$ cat src/rtl/cdc_pkg.sv
// -----------------------------------------------------------------------------
// cdc_pkg
// Shared types and default constants for the clk_a-side CDC event pacer.
//   pacer_state_t     : pacer FSM state (IDLE, SEND, WAIT)
//   PACER_CNT_W_DEF   : default pending-counter width
//   PACER_TIMEOUT_DEF : default acknowledge timeout in clk_a cycles
// -----------------------------------------------------------------------------
package cdc_pkg;

    localparam int unsigned PACER_CNT_W_DEF   = 8;
    localparam int unsigned PACER_TIMEOUT_DEF = 1024;

    typedef enum logic [1:0] {
        IDLE = 2'd0,
        SEND = 2'd1,
        WAIT = 2'd2
    } pacer_state_t;

endpackage

$ cat src/rtl/sat_updown_cnt.sv
// -----------------------------------------------------------------------------
// sat_updown_cnt
// Saturating up/down counter. An increment request at full scale is refused
// unless a decrement happens in the same cycle; a refused request is flagged
// on drop_c. A decrement at zero is ignored.
// Ports:
//   clk    : clock, rising edge
//   reset  : synchronous active-high reset (count -> 0)
//   inc    : increment request
//   dec    : decrement request
//   count  : registered count value
//   sat_c  : count is at full scale (2^W - 1)
//   drop_c : increment request refused this cycle
// -----------------------------------------------------------------------------
module sat_updown_cnt #(
    parameter int unsigned W = 8
) (
    input  logic         clk,
    input  logic         reset,
    input  logic         inc,
    input  logic         dec,
    output logic [W-1:0] count,
    output logic         sat_c,
    output logic         drop_c
);

    localparam logic [W-1:0] MAX_CNT = {W{1'b1}};

    logic dec_ok;
    logic inc_ok;

    assign sat_c  = (count == MAX_CNT);
    assign dec_ok = dec && (count != '0);
    // A same-cycle decrement frees a slot, so the event is still accepted.
    assign drop_c = inc && sat_c && !dec_ok;
    assign inc_ok = inc && !drop_c;

    always_ff @(posedge clk) begin
        if (reset) begin
            count <= '0;
        end else if (inc_ok && !dec_ok) begin
            count <= count + W'(1);
        end else if (dec_ok && !inc_ok) begin
            count <= count - W'(1);
        end
    end

endmodule

$ cat src/rtl/cdc_event_pacer.sv
// -----------------------------------------------------------------------------
// cdc_event_pacer
// Buffers bursty single-cycle event strobes in a saturating pending counter and
// meters them into a toggle-based CDC synchronizer as single-cycle valid
// pulses, one per acknowledge round trip. Dropped events set a sticky flag.
// Optional feature macro: PACER_TIMEOUT_EN adds an acknowledge timeout
// (parameter TIMEOUT_CYC, sticky a_timeout_out, forced WAIT -> IDLE).
// Ports:
//   clk_a         : clock, rising edge
//   a_reset_in    : synchronous active-high reset
//   a_ev_in       : event strobe, one event per high cycle
//   a_rdy_in      : synchronizer ready level (1 = idle)
//   a_ovf_clr_in  : clears a_ovf_out (a same-cycle new overflow wins)
//   a_vld_out     : registered single-cycle valid pulse to the synchronizer
//   a_pending_out : buffered event count
//   a_busy_out    : FSM not idle or events pending
//   a_ovf_out     : sticky overflow flag
//   a_timeout_out : sticky acknowledge-timeout flag (PACER_TIMEOUT_EN only)
// -----------------------------------------------------------------------------
module cdc_event_pacer
    import cdc_pkg::*;
#(
    parameter int unsigned CNT_W       = PACER_CNT_W_DEF
`ifdef PACER_TIMEOUT_EN
    ,
    parameter int unsigned TIMEOUT_CYC = PACER_TIMEOUT_DEF
`endif
) (
    input  logic             clk_a,
    input  logic             a_reset_in,
    input  logic             a_ev_in,
    input  logic             a_rdy_in,
    input  logic             a_ovf_clr_in,
    output logic             a_vld_out,
    output logic [CNT_W-1:0] a_pending_out,
    output logic             a_busy_out,
    output logic             a_ovf_out
`ifdef PACER_TIMEOUT_EN
    ,
    output logic             a_timeout_out
`endif
);

`ifdef PACER_TIMEOUT_EN
    localparam int unsigned TO_W = $clog2(TIMEOUT_CYC + 1);
    logic [TO_W-1:0] wait_cnt;
`endif

    pacer_state_t state;
    logic         issue_c;
    logic         pend_sat;
    logic         pend_drop;
    logic         unused_sat;

    // Issue only from IDLE with something buffered and the synchronizer idle.
    assign issue_c = (state == IDLE) && (a_pending_out != '0) && a_rdy_in;

    sat_updown_cnt #(
        .W (CNT_W)
    ) u_pending (
        .clk    (clk_a),
        .reset  (a_reset_in),
        .inc    (a_ev_in),
        .dec    (issue_c),
        .count  (a_pending_out),
        .sat_c  (pend_sat),
        .drop_c (pend_drop)
    );

    assign unused_sat = pend_sat;

    assign a_busy_out = (state != IDLE) || (a_pending_out != '0);

    // Handshake FSM; a_vld_out is high exactly in SEND.
    always_ff @(posedge clk_a) begin
        if (a_reset_in) begin
            state     <= IDLE;
            a_vld_out <= 1'b0;
`ifdef PACER_TIMEOUT_EN
            wait_cnt      <= '0;
            a_timeout_out <= 1'b0;
`endif
        end else begin
            a_vld_out <= 1'b0;
            case (state)
                IDLE: begin
                    if (issue_c) begin
                        state     <= SEND;
                        a_vld_out <= 1'b1;
                    end
                end
                SEND: begin
                    // a_rdy_in is not sampled here; it drops only after the pulse.
                    state <= WAIT;
`ifdef PACER_TIMEOUT_EN
                    wait_cnt <= '0;
`endif
                end
                WAIT: begin
`ifdef PACER_TIMEOUT_EN
                    if (a_rdy_in) begin
                        state <= IDLE;
                    end else if (wait_cnt == TO_W'(TIMEOUT_CYC - 1)) begin
                        a_timeout_out <= 1'b1;
                        state         <= IDLE;
                    end else begin
                        wait_cnt <= wait_cnt + TO_W'(1);
                    end
`else
                    if (a_rdy_in) begin
                        state <= IDLE;
                    end
`endif
                end
                default: state <= IDLE;
            endcase
        end
    end

    // Sticky overflow; a new drop takes priority over clear.
    always_ff @(posedge clk_a) begin
        if (a_reset_in) begin
            a_ovf_out <= 1'b0;
        end else if (pend_drop) begin
            a_ovf_out <= 1'b1;
        end else if (a_ovf_clr_in) begin
            a_ovf_out <= 1'b0;
        end
    end

endmodule

$ cat config.mk
export PLATFORM = sky130hd
export DESIGN_NAME = cdc_event_pacer
export DESIGN_NICKNAME = d
export VERILOG_FILES = /design/src/rtl/cdc_pkg.sv /design/src/rtl/sat_updown_cnt.sv /design/src/rtl/cdc_event_pacer.sv
export SDC_FILE = /design/constraint.sdc
export NUM_CORES = 1
export LEC_CHECK = 0
export BUFFER_PORTS_ARGS = -buffer_cell sky130_fd_sc_hd__buf_2
export CORE_MARGIN = 3
export CORE_UTILIZATION = 45
export CTS_BUF_LIST = sky130_fd_sc_hd__clkbuf_8
export DETAILED_ROUTE_END_ITERATION = 8
export GPL_ROUTABILITY_DRIVEN = 0
export PLACE_DENSITY = 0.68
export SETUP_SLACK_MARGIN = 0.02
export SYNTH_ARGS = -nofsm -noshare
export SYNTH_HDL_FRONTEND = slang
export SYNTH_SLANG_ARGS = --single-unit
export TNS_END_PERCENT = 30
$ cat constraint.sdc
create_clock -name clk_a -period 7.1 [get_ports clk_a]
set_input_delay 0.71 -clock clk_a [delete_from_list [all_inputs] [get_ports clk_a]]
set_output_delay 0.71 -clock clk_a [all_outputs]
set_load 0.1 [all_outputs]
; ---- After elaboration in Yosys (flattened, before gate mapping)
; Index checks and enable logic that the tools add are counted.
[op_classes]
n_addsub = 2
n_eq_ne = 5
n_mux = 8
n_bitwise = 1
reduce_logical = 19
[op_table]
columns = cell, n
row1 = 8-bit 2-to-1 mux, 2
row2 = "8-bit by 1-bit adder with 8-bit output, second input constant", 1
row3 = "8-bit == test, second input constant", 1
row4 = 1-bit logical AND, 8
row5 = 8-bit nonzero test, 1
row6 = "8-bit by 1-bit subtractor with 8-bit output, second input constant", 1
row7 = 2-bit case mux with 3 select lines, 1
row8 = 2-bit nonzero test, 3
row9 = 2-bit 2-to-1 mux, 2
row10 = 1-bit logical NOT, 3
row11 = 1-bit 2-to-1 mux, 3
row12 = "2-bit by 1-bit == test with 1-bit output, second input constant", 1
row13 = "2-bit == test, second input constant", 1
row14 = 2-bit logical NOT, 1
row15 = "2-bit by 1-bit != test with 1-bit output, second input constant", 1
row16 = "2-bit != test, second input constant", 1
row17 = 2-bit AND reduction, 1
row18 = 2-bit OR reduction, 1
row19 = 1-bit logical OR, 1
row20 = 1-bit inverter, 1
[totals]
regBits = 12
out_inout_bits = 11

; ---- Depth between registers and ports, before layout
[depth]
word_depth = 12
mapped_depth = 12

; ---- By module
; Synthesis repeated with hierarchy kept, for this count alone.
[unflattened]
hier_cells = 98
area_unflattened_um2 = 834.6
[by_module_without_submodules]
columns = mod, n_inst, cells_each, area_per_inst_um2, seq_area_each_um2
row1 = sat_updown_cnt, 1, 79, 665.6, 160.2
row2 = cdc_event_pacer, 1, 19, 168.9, 80.1

; ---- Worst setup path before layout
; Ideal clock, no wire load.
[synth_path]
kind = reg-to-reg
startpoint = register u_pending.count[1]
endpoint = register u_pending.count[7]
setup_ns = 0.123
arrival_ns = 3.282
t_required_ns = 6.977
setup_slack_ns = 3.695
path_stages_with_launch = 13
path_buffers = 0
synth_period_minus_slack_ns = 3.405
path_cell_list = dfxtp_1 -> nor4_1 -> nand2_1 -> nand3_1 -> a21boi_0 -> ha_1 -> inv_1 -> ha_1 -> a21o_1 -> a31o_1 -> o21a_1 -> o21bai_1 -> mux2_1
[synth_via]
elab_chain_len = 11
[synth_lines]
columns = item, line
row1 = from (decl), sat_updown_cnt.sv:22  ; output logic [W-1:0] count,
row2 = from (signal assigned), sat_updown_cnt.sv:42  ; count <= count + W'(1);
row3 = from (signal assigned), sat_updown_cnt.sv:44  ; count <= count - W'(1);
row4 = 8-bit nonzero test, "sat_updown_cnt.sv:33, cdc_event_pacer.sv:56"
row5 = 1-bit logical AND (2 in series), cdc_event_pacer.sv:56  ; assign issue_c = (state == IDLE) && (a_pending_out != '0) && a_rdy_in;
row6 = 1-bit logical AND, sat_updown_cnt.sv:33  ; assign dec_ok = dec && (count != '0);
row7 = 1-bit logical NOT, "sat_updown_cnt.sv:35, sat_updown_cnt.sv:41"
row8 = 1-bit logical AND, sat_updown_cnt.sv:35  ; assign drop_c = inc && sat_c && !dec_ok;
row9 = 1-bit logical NOT, sat_updown_cnt.sv:36  ; assign inc_ok = inc && !drop_c;
row10 = 1-bit logical AND, sat_updown_cnt.sv:36
row11 = 1-bit logical NOT, sat_updown_cnt.sv:43  ; end else if (dec_ok && !inc_ok) begin
row12 = 1-bit logical AND, sat_updown_cnt.sv:43
row13 = 2-bit nonzero test (no line), -
; Parallel ways exist; a longest one is shown, timed or not. The select of a mux whose other input is x is not followed.
; A chain may end at the register's enable or synchronous reset.

; ---- Worst setup path after layout
; Ends and elaborated chain as after synthesis.

==> flow_summary.json <==
{
  "outcome": "complete, no violations",
  "setup_viol": 0,
  "dr.pass1.iters": 4,
  "worst-path-max-fanout": 7,
  "wl_per_cell_microns": 12.7,
  "fin_nets": 119,
  "setup-tns-final_ns": 0,
  "worstHoldStart": "state[0]$_SDFFE_PP0P_",
  "fp.dieW_microns": 46.4,
  "fmax_mhz": 318,
  "cts_tree": "built",
  "nFillCells": 138,
  "multi_input_area_sq_um": 477,
  "antenna_found_initial": 0,
  "cts_root_buf": "clkbuf_8",
  "grt_pass1_wl_microns": 2660,
  "rsz0062_at_grt": "false",
  "worst-slew-pin-transition_ns": 0.490,
  "use_met1": 0.231,
  "post-route-util": 0.620,
  "critPathCaptureType": "register",
  "grt-busiest-layer": "met2",
  "path_clk_slew_ns": 0.05,
  "worstRegToRegCells": 12,
  "hp-class": "register to register",
  "synth.avg_cell_area_sq_um": 8.36,
  "grt_max_degree": 16,
  "drv_slew": 0,
  "dieArea_sq_mm": 0.00216,
  "syn-num-nets": 101,
  "io_pins": 16,
  "core_sq_mm": 0.00142,
  "grt-ovfl-total": 0,
  "num_antenna_cells": 0,
  "path_class": "register to register",
  "drcViolationCount": 0,
  "r2r_slack_ns": 3.96,
  "vias": 667,
  "first_iter_violations": 10,
  "worstPathRequired_ns": 7.22,
  "grt_pass1_vias": 601,
  "seq_area_frac_synth": 0.327,
  "yosys_warnings": 0,
  "netlist_area_sq_um": 736,
  "cts_resized": 0,
  "drive_above_1_share": 0.181,
  "synth_cell_type_count": 28,
  "hpwl_microns": 1110,
  "hold_violations": 0,
  "critPathLaunchType": "register",
  "r2r-end": "u_pending.count[7]$_SDFFE_PP0P_",
  "whs_path_depth": 2,
  "h-tree-depth": 1,
  "initial_core_util": 0.520,
  "met3_usage": 0.0586,
  "period_needed_ns": 3.14,
  "cp.arrival_ns": 3.27,
  "global_route.usage.met2": 0.255,
  "grt_usage": 0.174,
  "area_growth_syn_to_layout_pct": 19.2,
  "num_rows": 13,
  "max_cap_viol_count": 0,
  "dieHeight_microns": 46.4,
  "fin_crit_sh": 0.442,
  "worstSetupStartpoint": "u_pending.count[1]$_SDFFE_PP0P_",
  "wl_microns": 1530,
  "cts_sinks": 12,
  "vias_per_cell": 5.56,
  "cts_buffers": 3,
  "clock_skew_ns": 0.000824,
  "regToRegStartpoint": "u_pending.count[1]$_SDFFE_PP0P_",
  "cts_buffer_depth": 2,
  "synthCells": 88,
  "cts_setup_buffers": 0,
  "register_area_sq_um": 240,
  "clk_latency_ns": 0.24,
  "hold-path-endpoint": "state[1]$_SDFFE_PP0P_",
  "hold_buffers": 0,
  "ys_ff_latch": 12,
  "slew-limit-headroom": 0.676,
  "portBuffers": 15,
  "ant_nets": 0
}
## registers in the layout, indices dropped and copies added, names as in the netlist
register / cells
u_pending.count: 8
a_vld_out: 1
a_ovf_out: 1
state: 2
## cell usage in the layout (no fill, tap or decap), types with 2 or more instances in the layout
master,instances
dfxtp_1,12
clkbuf_8,4
a31oi_1,2
a21oi_1,6
a21o_1,3
inv_1,3
mux2i_1,3
nor3_1,4
xor2_1,3
nor2b_1,2
xnor2_1,2
buf_2,15
nand3_1,6
nor2_1,13
nor4_1,2
ha_1,7
nand2_1,6
nand4_1,2
## worst max path at each step
stage               slack [ns]                         endpoint
CTS                       3.96  u_pending.count[7]$_SDFFE_PP0P_
detailed placement        3.93  u_pending.count[7]$_SDFFE_PP0P_
floorplan                 3.69  u_pending.count[7]$_SDFFE_PP0P_
global placement          3.99  u_pending.count[7]$_SDFFE_PP0P_
global route              3.78  u_pending.count[7]$_SDFFE_PP0P_
finish                    3.96  u_pending.count[7]$_SDFFE_PP0P_
## cells by family (layout without fill, tap and decap cells)
kind of cell / Yosys count / after routing / share of synthesized area
simple gates: 36 / 36 / 0.228
compound gates: 18 / 18 / 0.158
flops: 12 / 12 / 0.327
fa+ha+maj: 8 / 8 / 0.146
xor+xnor: 5 / 5 / 0.0595
buf+inv: 5 / 22 / 0.0255
mux: 4 / 4 / 0.0561
## critical path, stage by stage, from the launching register on
cell,delay (ns)
dfxtp_1,0.36
nor4_1,0.42
nand2_1,0.09
nand3_1,0.19
a21boi_0,0.12
ha_1,0.22
inv_1,0.22
ha_1,0.34
a21o_1,0.19
a31o_1,0.23
o21a_1,0.16
o21bai_1,0.14
mux2_1,0.33
## area by class of cell
type / count / share of cell area
inverter: 3 / 0.0128
sequential: 12 / 0.274
timing repair buffer: 15 / 0.0856
tap: 15 / 0.0214
multi-input combinational: 71 / 0.544
clock buffer: 4 / 0.0628
## cells in the mapped netlist, drive strengths merged
cell type  instances  area share
fa                 1       0.027
clkbuf             1      0.0051
mux2               1       0.015
o21bai             1       0.010
xor2               3       0.036
buf                1      0.0051
xnor2              2       0.024
a21o               3       0.031
a21boi             1       0.010
nand2              6       0.031
nor3               4       0.027
nor4               2       0.017
dfxtp             12        0.33
a21oi              6       0.041
ha                 7        0.12
mux2i              3       0.041
nor2b              2       0.017
a31oi              2       0.017
o21a               1       0.010
o31ai              1       0.010
nand3              6       0.041
o211ai             1       0.010
nor2              13       0.066
nand4              2       0.017
o21ai              1      0.0068
inv                3       0.015
a31o               1       0.012
nor4b              1       0.012
## per-stage QoR
| stage | cells | hold slack [ns] | setup slack [ns] | cell area (sq um) |
|---|---|---|---|---|
| CTS | 120 | 0.521 | 3.96 | 877 |
| finish | 120 | 0.519 | 3.96 | 877 |
| floorplan | 88 | 0.481 | 3.69 | 736 |
| global placement | 116 | 0.494 | 3.99 | 822 |
| global route | 120 | 0.577 | 3.78 | 877 |
| detailed placement | 116 | 0.509 | 3.93 | 822 |
## layer usage
metal	routed length, microns	part of all wire
met2	661	0.43
met4	12	0.0078
met1	759	0.50
met3	95	0.062
met5	0	0
Power is left out: the tool's default activity adds up to more than one toggle a clock period on the data nets, which glitch-free logic cannot reach.
